File: src/rtl/sipo_pkg.sv
// sipo_pkg
// Shared constants and helpers for the sipo_rx serial receiver.
//
// Configuration macro: SIPO_PARITY_EN
//   defined   -> each frame carries one even-parity bit after the n data bits
//   undefined -> frames are n data bits, no parity logic is built
//
// Contents:
//   PARITY_EN        1 when the parity bit is part of the frame
//   cnt_width(n)     width of the frame bit counter ($clog2(n+1))
//   frame_len(n)     qualified serial bits per frame (n, or n+1 with parity)
package sipo_pkg;

`ifdef SIPO_PARITY_EN
  localparam bit PARITY_EN = 1'b1;
`else
  localparam bit PARITY_EN = 1'b0;
`endif

  // The counter runs 0..frame_len-1, and frame_len is at most n+1,
  // so $clog2(n+1) bits always hold it.
  function automatic int cnt_width(input int n);
    return $clog2(n + 1);
  endfunction

  function automatic int frame_len(input int n);
    return PARITY_EN ? (n + 1) : n;
  endfunction

endpackage

File: src/rtl/sipo_bit_cnt.sv
// sipo_bit_cnt
// Frame bit counter for sipo_rx. Counts qualified serial bits within a frame,
// restarts at 1 when a frame-alignment bit is sampled, and wraps to 0 on the
// final bit of the frame.
//
// Configuration macro: SIPO_PARITY_EN (through sipo_pkg::frame_len)
//
// Ports:
//   clk       in   clock, rising edge
//   reset     in   synchronous active-high reset
//   bit_valid in   a serial bit is sampled on this edge
//   start     in   the sampled bit is bit 0 of a new frame
//   last_bit  out  this edge samples the final bit of the frame (combinational)
//   busy      out  registered: a partial frame is in progress (count != 0)
module sipo_bit_cnt
  import sipo_pkg::*;
#(
  parameter int N = 4
) (
  input  logic clk,
  input  logic reset,
  input  logic bit_valid,
  input  logic start,
  output logic last_bit,
  output logic busy
);

  localparam int CW    = cnt_width(N);
  localparam int FRAME = frame_len(N);
  localparam logic [CW-1:0] LAST_IDX = CW'(FRAME - 1);
  localparam logic [CW-1:0] ONE      = CW'(1);

  logic [CW-1:0] count;
  logic [CW-1:0] count_next;

  // A start bit is always bit 0, and a frame has at least two bits, so a
  // start bit can never be the last bit of a frame.
  always_comb begin
    last_bit   = 1'b0;
    count_next = count;
    if (bit_valid) begin
      if (start) begin
        count_next = ONE;
      end else if (count == LAST_IDX) begin
        count_next = '0;
        last_bit   = 1'b1;
      end else begin
        count_next = count + ONE;
      end
    end
  end

  always_ff @(posedge clk) begin
    if (reset) begin
      count <= '0;
      busy  <= 1'b0;
    end else begin
      count <= count_next;
      busy  <= (count_next != '0);
    end
  end

endmodule

File: src/rtl/sipo_rx.sv
// sipo_rx
// Serial-in parallel-out receiver. Samples one serial bit per qualified clock,
// LSB first, assembles n-bit words and presents each on a valid/ready port
// backed by a single holding register. The serial side never stalls: a word
// that completes while the holding register is still occupied is dropped and
// the sticky overrun flag is raised.
//
// Configuration macro: SIPO_PARITY_EN
//   defined   -> frame is n data bits plus one even-parity bit; parity_err is
//                the XOR of all n+1 bits, registered with out_data
//   undefined -> frame is n bits; parity_err is constant 0
//
// Ports:
//   clk        in   clock, rising edge
//   reset      in   synchronous active-high reset
//   sin        in   serial data bit
//   sin_valid  in   qualifies sin
//   in_start   in   with sin_valid: this bit is bit 0 of a new word
//   out_data   out  [n-1:0] assembled word, bit 0 = first bit received
//   out_valid  out  out_data holds an unconsumed word
//   out_ready  in   consumer accepts the word
//   parity_err out  parity result for out_data, qualified by out_valid
//   overrun    out  sticky: a completed word was dropped
//   busy       out  a partial word is in progress
//
// Handshake: a word transfers on every rising edge where out_valid and
// out_ready are both 1. While out_valid=1 and out_ready=0 the word and its
// parity flag are held stable. out_valid drops after a transfer unless a new
// word completes on that same edge, in which case the new word loads.
module sipo_rx
  import sipo_pkg::*;
#(
  parameter int n = 4
) (
  input  logic         clk,
  input  logic         reset,
  input  logic         sin,
  input  logic         sin_valid,
  input  logic         in_start,
  output logic [n-1:0] out_data,
  output logic         out_valid,
  input  logic         out_ready,
  output logic         parity_err,
  output logic         overrun,
  output logic         busy
);

  logic [n-1:0] shift_reg;
  logic [n-1:0] word;
  logic         last_bit;
  logic         load;
  logic         drop;

  sipo_bit_cnt #(
    .N(n)
  ) u_bit_cnt (
    .clk      (clk),
    .reset    (reset),
    .bit_valid(sin_valid),
    .start    (in_start),
    .last_bit (last_bit),
    .busy     (busy)
  );

  // Right shift: the first bit received ends up in bit 0 after n shifts.
  always_ff @(posedge clk) begin
    if (reset) begin
      shift_reg <= '0;
    end else if (sin_valid) begin
      shift_reg <= {sin, shift_reg[n-1:1]};
    end
  end

`ifdef SIPO_PARITY_EN
  // The final bit is the parity bit, so the data is already fully shifted in.
  assign word = shift_reg;
`else
  // The final data bit is still on sin; merge it in as the word completes.
  assign word = {sin, shift_reg[n-1:1]};
`endif

  // The holding register can accept a completed word if it is empty or is
  // being emptied on this same edge.
  assign load = last_bit && (!out_valid || out_ready);
  assign drop = last_bit && out_valid && !out_ready;

  always_ff @(posedge clk) begin
    if (reset) begin
      out_data  <= '0;
      out_valid <= 1'b0;
      overrun   <= 1'b0;
    end else begin
      if (load) begin
        out_data  <= word;
        out_valid <= 1'b1;
      end else if (out_valid && out_ready) begin
        out_valid <= 1'b0;
      end
      if (drop) begin
        overrun <= 1'b1;
      end
    end
  end

`ifdef SIPO_PARITY_EN
  always_ff @(posedge clk) begin
    if (reset) begin
      parity_err <= 1'b0;
    end else if (load) begin
      parity_err <= ^{sin, shift_reg};
    end
  end
`else
  assign parity_err = 1'b0;
`endif

endmodule
File: config.mk
export PLATFORM = sky130hd
export DESIGN_NAME = sipo_rx
export DESIGN_NICKNAME = d
export VERILOG_FILES = /design/src/rtl/sipo_pkg.sv /design/src/rtl/sipo_bit_cnt.sv /design/src/rtl/sipo_rx.sv
export SDC_FILE = /design/constraint.sdc
export NUM_CORES = 1
export LEC_CHECK = 0
export CAP_MARGIN = 20
export CORE_AREA = 2 2 39 41
export DETAILED_ROUTE_END_ITERATION = 12
export DIE_AREA = 0 0 41 43
export GPL_TIMING_DRIVEN = 0
export PLACE_DENSITY = 0.84
export SETUP_SLACK_MARGIN = 0.4
export SLEW_MARGIN = 10
export SYNTH_ARGS = -nofsm -noshare
export SYNTH_HDL_FRONTEND = slang
export SYNTH_SLANG_ARGS = --single-unit
export TNS_END_PERCENT = 50
File: constraint.sdc
create_clock -name clk -period 1.4 [get_ports clk]
set_input_delay 0.28 -clock clk [delete_from_list [all_inputs] [get_ports clk]]
set_output_delay 0.28 -clock clk [all_outputs]
set_load 0.01 [all_outputs]
==> impl_metrics.py, run 1 <==
metrics = {
    "outcome": {
        "status": "complete, no violations",
    },
    "sta": {
        "setup-violations-final": 0,
        "rsz0062_at_grt": "true",
        "period_minus_slack_ps": 1180,
        "fmax_ghz": 0.848,
        "tns_ps": 0,
        "clock_skew_ps": 6.42,
        "worst_hold_slack_ps": 320,
        "fin_crit_sh_pct": 84.2,
        "maxSlewViolCount": 0,
        "hold_viol": 0,
    },
    "power_and_ir_drop": {
        "internal-power_mw": 0.531,
        "comb_power_share_pct": 10.6,
        "leakage_nw": 0.337,
        "share_seq_of_total_power_pct": 56.0,
        "p_per_area_nw_per_um2": 871,
        "power_mw": 0.689,
        "p_sw_share_pct": 22.9,
        "ir_drop_mv": 0.404,
        "clock_power_share_pct": 33.4,
        "switchingPower_mw": 0.158,
    },
    "global_routing": {
        "grt_pass1_vias": 353,
        "grt_pass1_wl_um": 1570,
        "antenna_found_initial": 0,
        "grt_max_degree": 11,
        "grt_usage_pct": 13.8,
        "grt_overflow": 0,
    },
    "yosys": {
        "synth_area_leaders": "dfxtp_1 44%, mux2i_1 12%, nand2b_1 9.6%",
        "seq_area_frac_synth_pct": 44.3,
        "synth_cell_types": 22,
        "synth_top_cell_by_area": "dfxtp_1",
        "syn-num-nets": 63,
        "avgSynthCellArea_um2": 10.5,
        "yosysWarnings": 0,
        "ys_ff_latch": 13,
        "synthCells": 56,
        "synth_top_area_share_pct": 44.3,
        "synth_area_um2": 587,
    },
    "route": {
        "post-route-drc-count": 0,
        "wl_per_cell_um": 11.4,
        "drtIter0Drc": 3,
        "routed_wl_um": 1020,
        "viasPerCell": 4.78,
        "ant_nets": 0,
        "num_vias": 425,
        "drt_first_pass_iters": 4,
    },
    "die": {
        "die_w_um": 41,
        "core-area_um2": 1380,
        "die_y_um": 43,
        "dieArea_um2": 1760,
        "start_util_pct": 42.4,
        "io_pins": 14,
        "num_rows": 14,
    },
    "setup_path": {
        "crit_fanout": 4,
        "cp.buffers_inverters": 1,
        "worstSetupStartpointType": "flip-flop",
        "critical_path.slowest_cell": "dfxtp_2",
        "crit_chain": "ha_4 -> nand4bb_4 -> nor2b_2 -> buf_6 -> mux2i_2",
        "cp-end-kind": "flip-flop",
        "rr_worst_depth": 5,
        "critPathMaxStageDelay_ps": 360,
        "cp.depth": 5,
        "path_class": "reg2reg",
        "worstPathArrival_ps": 1370,
        "cp_top_family": "flip-flops",
        "critPathRequiredTime_ps": 1590,
    },
    "placed_design": {
        "gp_congestion": 0.699,
        "hpwlAfterDp_um": 722,
        "io_buffers": 11,
    },
    "final_layout": {
        "final_common_cell": "nand2b_1",
        "mostFrequentLayoutCells": "9 x nand2b_1, 7 x buf_6, 7 x dfxtp_2",
        "largest_register_ffs": 4,
        "drive_above_1_share_pct": 41.1,
        "antennaDiodeCount": 0,
        "nets": 81,
        "area_delta_synth_final_pct": 34.8,
        "final_util_pct": 57.1,
    },
    "worst_hold_path": {
        "hold_path_class": "in2reg",
        "hold_path_depth": 3,
    },
    "clock_network": {
        "cts_buffers": 3,
        "cts_tree": "done",
        "htree_num_levels": 1,
        "cts.clk_slew.worst_paths_ps": 70,
        "cts_hold_buffers": 0,
        "clockBufferDepth": 2,
        "clock_sink_count": 13,
        "cts-root-buf": "clkbuf_4",
        "clk_latency_ps": 270,
    },
    "job": {
        "maxCapViolCount": 0,
    },
}
[per-layer routing]
| metal | global-route usage [%] | wire, µm | part of all wire (%) | up-vias |
|---|---|---|---|---|
| met5 | 0 | 0 | 0 | - |
| met4 | 10.0 | 14 | 1.4 | 0 |
| met3 | 4.71 | 42 | 4.1 | 2 |
| met2 | 20.6 | 515 | 51 | 11 |
| met1 | 15.4 | 443 | 44 | 193 |
| li1 | - | - | - | 219 |
[area by class of cell]
class                   instances  area (µm²)
fillers                       120         593
multi-input cells              36         302
flip-flops and latches         13         269
repair buffers                 13         125
plain buffers                   4        37.5
clock buffers                   4        26.3
well taps                      16        20.0
inverters                       3        11.3
[what timing repair did]
action                     4_1_cts  5_1_grt
setup buffers                    2        0
gates cloned                     0        0
setup endpoints to repair       20       15
pin swaps                        2        1
gates resized for setup         35        7
[per-stage QoR]
stage,instances,setup WS [ps],instance area (µm²)
after floorplan,56,297,602
after global placement,83,-145,732
after detailed placement,83,-173,732
after CTS,89,227,778
after global routing,89,185,791
final,89,221,791
[worst paths after layout]
path | slack (ps) | end | from
hold / removal | 320 | shift_reg[3] | sin_valid
setup / recovery | 220 | out_data[3] | u_bit_cnt.count[0]
hold reg to reg | 470 | out_data[0] | shift_reg[1]
setup reg to reg | 220 | out_data[3] | u_bit_cnt.count[0]
[synthesized netlist by cell type]
cell type  count
dfxtp_1       13
nand2b_1       9
mux2i_1        7
nor2_1         6
inv_1          3
buf_6          2
a21oi_1        1
a31oi_1        1
buf_2          1
buf_4          1
conb_1         1
ha_1           1
nand3b_1       1
nand4bb_4      1
nor2b_1        1
nor2b_2        1
nor3_1         1
nor3b_1        1
o211a_1        1
o21ai_0        1
o21ba_2        1
o311ai_2       1
[power groups by stage]
stage / sequential, mW / combinational, mW / clock [mW]
after global routing: 0.387 / 0.0799 / 0.253
after floorplan: 0.396 / 0.0420 / 0
final: 0.386 / 0.0728 / 0.230
after global placement: 0.395 / 0.0682 / 0
after detailed placement: 0.396 / 0.0713 / 0
after CTS: 0.386 / 0.0714 / 0.239
[cell families after synthesis]
group / after synthesis / synth area share [%]
buffers and inverters: 7 / 7.89
and+or+nand+nor: 21 / 24.1
muxes: 7 / 11.9
AOI/OAI and AO/OA: 6 / 8.96
DFF: 13 / 44.3
other: 1 / 0.639
adders and majority gates: 1 / 2.13
[worst min-delay path, cell delays in order]
cell and delay, ps:
buf_6 120, mux2i_1 80, nor2_1 70
Power figures use the tool's default switching activity.
==> run 2, diff against run 1 <==
- clock period: 1.4 -> 1.1 ns (I/O delays scaled with it)
==> run 2 against run 1 <==
Effect of this change:
- the run now ends with setup timing left
- sequential power rose by 27%
- sequential cell count unchanged
- sequential share of layout area is 1.9 points lower
- first-iteration DRC count rose to 3.0 times the previous value
- final area up 6.0%
- global-route usage is 0.61 points higher
- fmax increased by 0.14%
- largest cell class unchanged
==> impl_metrics.py, run 2 (synthesized netlist as in run 1, its figures left out) <==
metrics = {
    "setup_path": {
        "cp-end-kind": "flip-flop",
        "worstPathArrival_ps": 1380,
        "worstSetupStartpointType": "flip-flop",
        "crit_fanout": 4,
        "path_class": "reg2reg",
        "critPathRequiredTime_ps": 1300,
    },
    "final_layout": {
        "area_delta_synth_final_pct": 42.9,
        "drive_above_1_share_pct": 47.3,
        "multi_input_area_um2": 337,
        "largest_register_ffs": 4,
        "nFillCells": 108,
        "antennaDiodeCount": 0,
        "finalNonFillerCells": 90,
        "mostFrequentLayoutCells": "8 x buf_6, 8 x nand2b_1, 7 x dfxtp_2",
        "nets": 82,
        "regArea_um2": 269,
    },
    "sta": {
        "fmax_ghz": 0.849,
        "rsz0062_at_grt": "true",
        "maxSlewViolCount": 0,
        "tns_ps": -260,
        "fin_crit_sh_pct": 107,
        "postLayoutSetupSlackWorst_ps": -77.4,
        "worst_hold_slack_ps": 254,
        "hold_viol": 0,
        "period_minus_slack_ps": 1180,
        "clock_skew_ps": 2.05,
        "setup-violations-final": 6,
    },
    "die": {
        "core-area_um2": 1380,
        "die_y_um": 43,
        "die_w_um": 41,
        "dieArea_um2": 1760,
        "num_rows": 14,
        "start_util_pct": 42.4,
        "io_pins": 14,
    },
    "clock_network": {
        "cts.clk_slew.worst_paths_ps": 80,
        "clockBufferDepth": 2,
        "cts-root-buf": "clkbuf_4",
        "cts_buffers": 3,
        "cts_hold_buffers": 0,
        "clk_latency_ps": 280,
        "cts_tree": "done",
        "clock_sink_count": 13,
        "htree_num_levels": 1,
    },
    "route": {
        "viasPerCell": 4.93,
        "drtIter0Drc": 9,
        "ant_nets": 0,
        "num_vias": 444,
        "drt_first_pass_iters": 4,
        "wl_per_cell_um": 12.6,
        "post-route-drc-count": 0,
        "routed_wl_um": 1140,
    },
    "power_and_ir_drop": {
        "power_mw": 0.891,
        "leakage_nw": 0.351,
        "p_per_area_nw_per_um2": 1060,
        "ir_drop_mv": 0.502,
    },
    "global_routing": {
        "antenna_found_initial": 0,
        "grt_overflow": 0,
        "grt_pass1_wl_um": 1600,
        "grt_pass1_vias": 373,
        "grt_usage_pct": 14.4,
        "grt_max_degree": 11,
    },
    "outcome": {
        "status": "finished with violations",
        "violations": "setup timing",
    },
    "placed_design": {
        "dp_slack_ps": -413,
        "io_buffers": 11,
        "gp_congestion": 0.699,
        "post-place-cells": 83,
        "hpwlAfterDp_um": 722,
    },
    "worst_hold_path": {
        "hold_path_class": "in2reg",
    },
    "job": {
        "maxCapViolCount": 0,
    },
}
-- run 2: cell types whose count changed in the layout (fill, tap and decap cells not counted), sizes merged --
cell / delta
buf: +1
dlygate4sd2: -1
clkdlybuf4s15: +1
-- run 2: final cells by class --
cell class | count | area share [%]
multi-input combinational | 36 | 40.1
clock buffer | 4 | 3.13
tap | 16 | 2.39
buffer | 4 | 4.48
sequential | 13 | 32.1
timing repair buffer | 14 | 16.4
inverter | 3 | 1.34
-- run 2: what timing repair did --
item	4_1_cts	5_1_grt
buffers inserted	2	1
cloned	0	0
pin swaps	4	4
gates resized for setup	45	5
setup endpoints to repair	20	20
-- run 2: worst paths after layout --
check | slack [ps] | from | endpoint | depth (start not counted)
min reg2reg | 480 | out_data[1] | out_data[1] | 2
max | -80 | u_bit_cnt.count[1] | out_data[3] | 5
max reg2reg | -80 | u_bit_cnt.count[1] | out_data[3] | 5
min | 250 | sin_valid | u_bit_cnt.count[1] | 3
-- run 2: critical path, stage by stage (launching register included) --
cell and delay (ps):
dfxtp_2 360, ha_4 160, nand4bb_4 110, nor2b_2 130, buf_6 130, mux2i_2 220
-- run 2: layer usage --
layer / global-route usage, % / vias to the layer above / routed length, µm
met5: 0 / - / 0
met4: 10.0 / 0 / 36
met3: 6.28 / 5 / 49
met2: 22.5 / 16 / 592
met1: 14.4 / 202 / 457
li1: - / 221 / -
-- run 2: report_power, final --
part	internal, mW	switching, mW
registers	0.483	0.00785
logic	0.0586	0.0467
clock network	0.141	0.154
-- run 2: per-stage QoR --
step / utilization, % / cell area (µm²)
6_report: 60.6 / 838
5_1_grt: 60.6 / 838
4_1_cts: 58.5 / 810
3_5_place_dp: 52.9 / 732
3_3_place_gp: 52.9 / 732
2_1_floorplan: - / 602
==> run 3, diff against run 2 <==
- CAP_MARGIN: 20 -> not set
- CELL_PAD_IN_SITES_DETAIL_PLACEMENT: not set -> 1
- CELL_PAD_IN_SITES_GLOBAL_PLACEMENT: not set -> 2
- CORE_AREA: 2 2 39 41 -> not set
- CORE_UTILIZATION: not set -> 28
- DIE_AREA: 0 0 41 43 -> not set
- PLACE_DENSITY: 0.84 -> 0.85
==> run 3 against run 2 <==
Effect of this change:
- the flow still finishes with violations (setup timing)
- utilization down 18 points
- routed wire length grew 1.3%
- fmax increased by 1.8%
- final area down 0.60%
- critical path type unchanged
- critical endpoint is now u_bit_cnt.busy
- highest routed layer unchanged
==> impl_metrics.py, run 3 (synthesized netlist as in run 1, its figures left out) <==
metrics = {
    "route": {
        "num_vias": 441,
        "routed_wl_um": 1150,
        "ant_nets": 0,
        "drt_first_pass_iters": 2,
        "wl_per_cell_um": 11.4,
        "viasPerCell": 4.37,
        "post-route-drc-count": 0,
        "drtIter0Drc": 2,
    },
    "placed_design": {
        "gp_congestion": 0.634,
        "io_buffers": 11,
        "dp_slack_ps": -409,
        "post-place-cells": 94,
        "hpwlAfterDp_um": 770,
    },
    "final_layout": {
        "mostFrequentLayoutCells": "9 x nand2b_1, 7 x buf_6, 7 x mux2i_1",
        "final_common_cell": "nand2b_1",
        "finalNonFillerCells": 101,
        "antennaDiodeCount": 0,
        "area_delta_synth_final_pct": 42.0,
        "final_util_pct": 42.5,
        "largest_register_ffs": 4,
        "nets": 82,
        "drive_above_1_share_pct": 43.2,
    },
    "power_and_ir_drop": {
        "share_seq_of_total_power_pct": 55.0,
        "comb_power_share_pct": 11.5,
        "p_sw_share_pct": 23.8,
        "clock_power_share_pct": 33.5,
        "p_per_area_nw_per_um2": 1070,
        "leakage_nw": 0.341,
        "switchingPower_mw": 0.213,
        "internal-power_mw": 0.680,
        "power_mw": 0.892,
        "ir_drop_mv": 0.324,
    },
    "setup_path": {
        "cp-end-kind": "flip-flop",
        "path_class": "reg2reg",
        "critPathRequiredTime_ps": 1290,
        "crit_fanout": 3,
        "worstSetupStartpointType": "flip-flop",
        "worstPathArrival_ps": 1350,
    },
    "die": {
        "num_rows": 16,
        "core-area_um2": 1960,
        "start_util_pct": 29.9,
        "die_y_um": 47.8,
        "die_w_um": 47.8,
        "dieArea_um2": 2280,
        "io_pins": 14,
    },
    "clock_network": {
        "cts_tree": "done",
        "clockBufferDepth": 2,
        "cts_buffers": 3,
        "htree_num_levels": 1,
        "cts.clk_slew.worst_paths_ps": 80,
        "cts-root-buf": "clkbuf_4",
        "cts_hold_buffers": 0,
        "clock_sink_count": 13,
        "clk_latency_ps": 270,
    },
    "global_routing": {
        "grt_usage_pct": 11.6,
        "antenna_found_initial": 0,
        "grt_max_degree": 11,
        "grt_pass1_vias": 395,
        "grt_pass1_wl_um": 1700,
        "grt_overflow": 0,
    },
    "outcome": {
        "status": "finished with violations",
        "violations": "setup timing",
    },
    "worst_hold_path": {
        "hold_path_class": "in2reg",
    },
    "job": {
        "maxCapViolCount": 0,
    },
    "sta": {
        "postLayoutSetupSlackWorst_ps": -56.6,
        "setup-violations-final": 5,
        "period_minus_slack_ps": 1160,
        "fmax_ghz": 0.865,
        "fin_crit_sh_pct": 105,
        "rsz0062_at_grt": "true",
        "hold_viol": 0,
        "maxSlewViolCount": 0,
        "clock_skew_ps": 5.35,
    },
}
[run 3: cell counts in the layout (fill, tap and decap cells not counted)]
Identical to the previous run, type by type.
[run 3: final timing paths]
kind,startpoint,to,slack (ps),cells past startpoint
worst max register to register,u_bit_cnt.count[0],u_bit_cnt.busy,-60,4
worst min-delay path,sin_valid,shift_reg[1],270,3
worst max-delay path,u_bit_cnt.count[0],u_bit_cnt.busy,-60,4
worst min register to register,shift_reg[1],out_data[0],480,2
[run 3: stage by stage]
step                setup TNS (ps)  hold slack [ps]  cell area (µm²)
floorplan                    -3.30              367              602
global placement             -3520              458              746
detailed placement           -3640              470              746
CTS                           -224              264              810
global route                  -467              274              833
finish                        -202              271              833
[run 3: timing repair]
item	4_1_cts	5_1_grt
resized for setup	39	8
pin swaps	6	1
setup buffers	2	1
setup endpoints to repair	20	20
[run 3: power groups by stage]
stage	combinational, mW	clock [mW]	sequential [mW]
global route	0.111	0.333	0.492
global placement	0.0884	0	0.503
CTS	0.0940	0.310	0.492
floorplan	0.0534	0	0.504
detailed placement	0.0894	0	0.504
finish	0.103	0.299	0.490
[run 3: worst max-delay path, stage by stage (launching register included)]
cell	delay [ps]
dfxtp_4	360
ha_4	170
nor2b_4	120
o211a_1	230
o311ai_2	200
[run 3: routing by layer]
layer	GRT usage, %	vias up	part of all wire (%)
met5	0	-	0
met4	8.33	0	1.7
met3	2.26	2	3.6
met2	18.4	9	52
met1	13.9	210	42
li1	-	220	-
[run 3: final cells by class]
| class | instances | area (µm²) |
|---|---|---|
| fillers | 239 | 1130 |
| multi-input cells | 36 | 319 |
| flip-flops and latches | 13 | 272 |
| repair buffers | 14 | 134 |
| plain buffers | 4 | 37.5 |
| well taps | 27 | 33.8 |
| clock buffers | 4 | 26.3 |
| inverters | 3 | 11.3 |
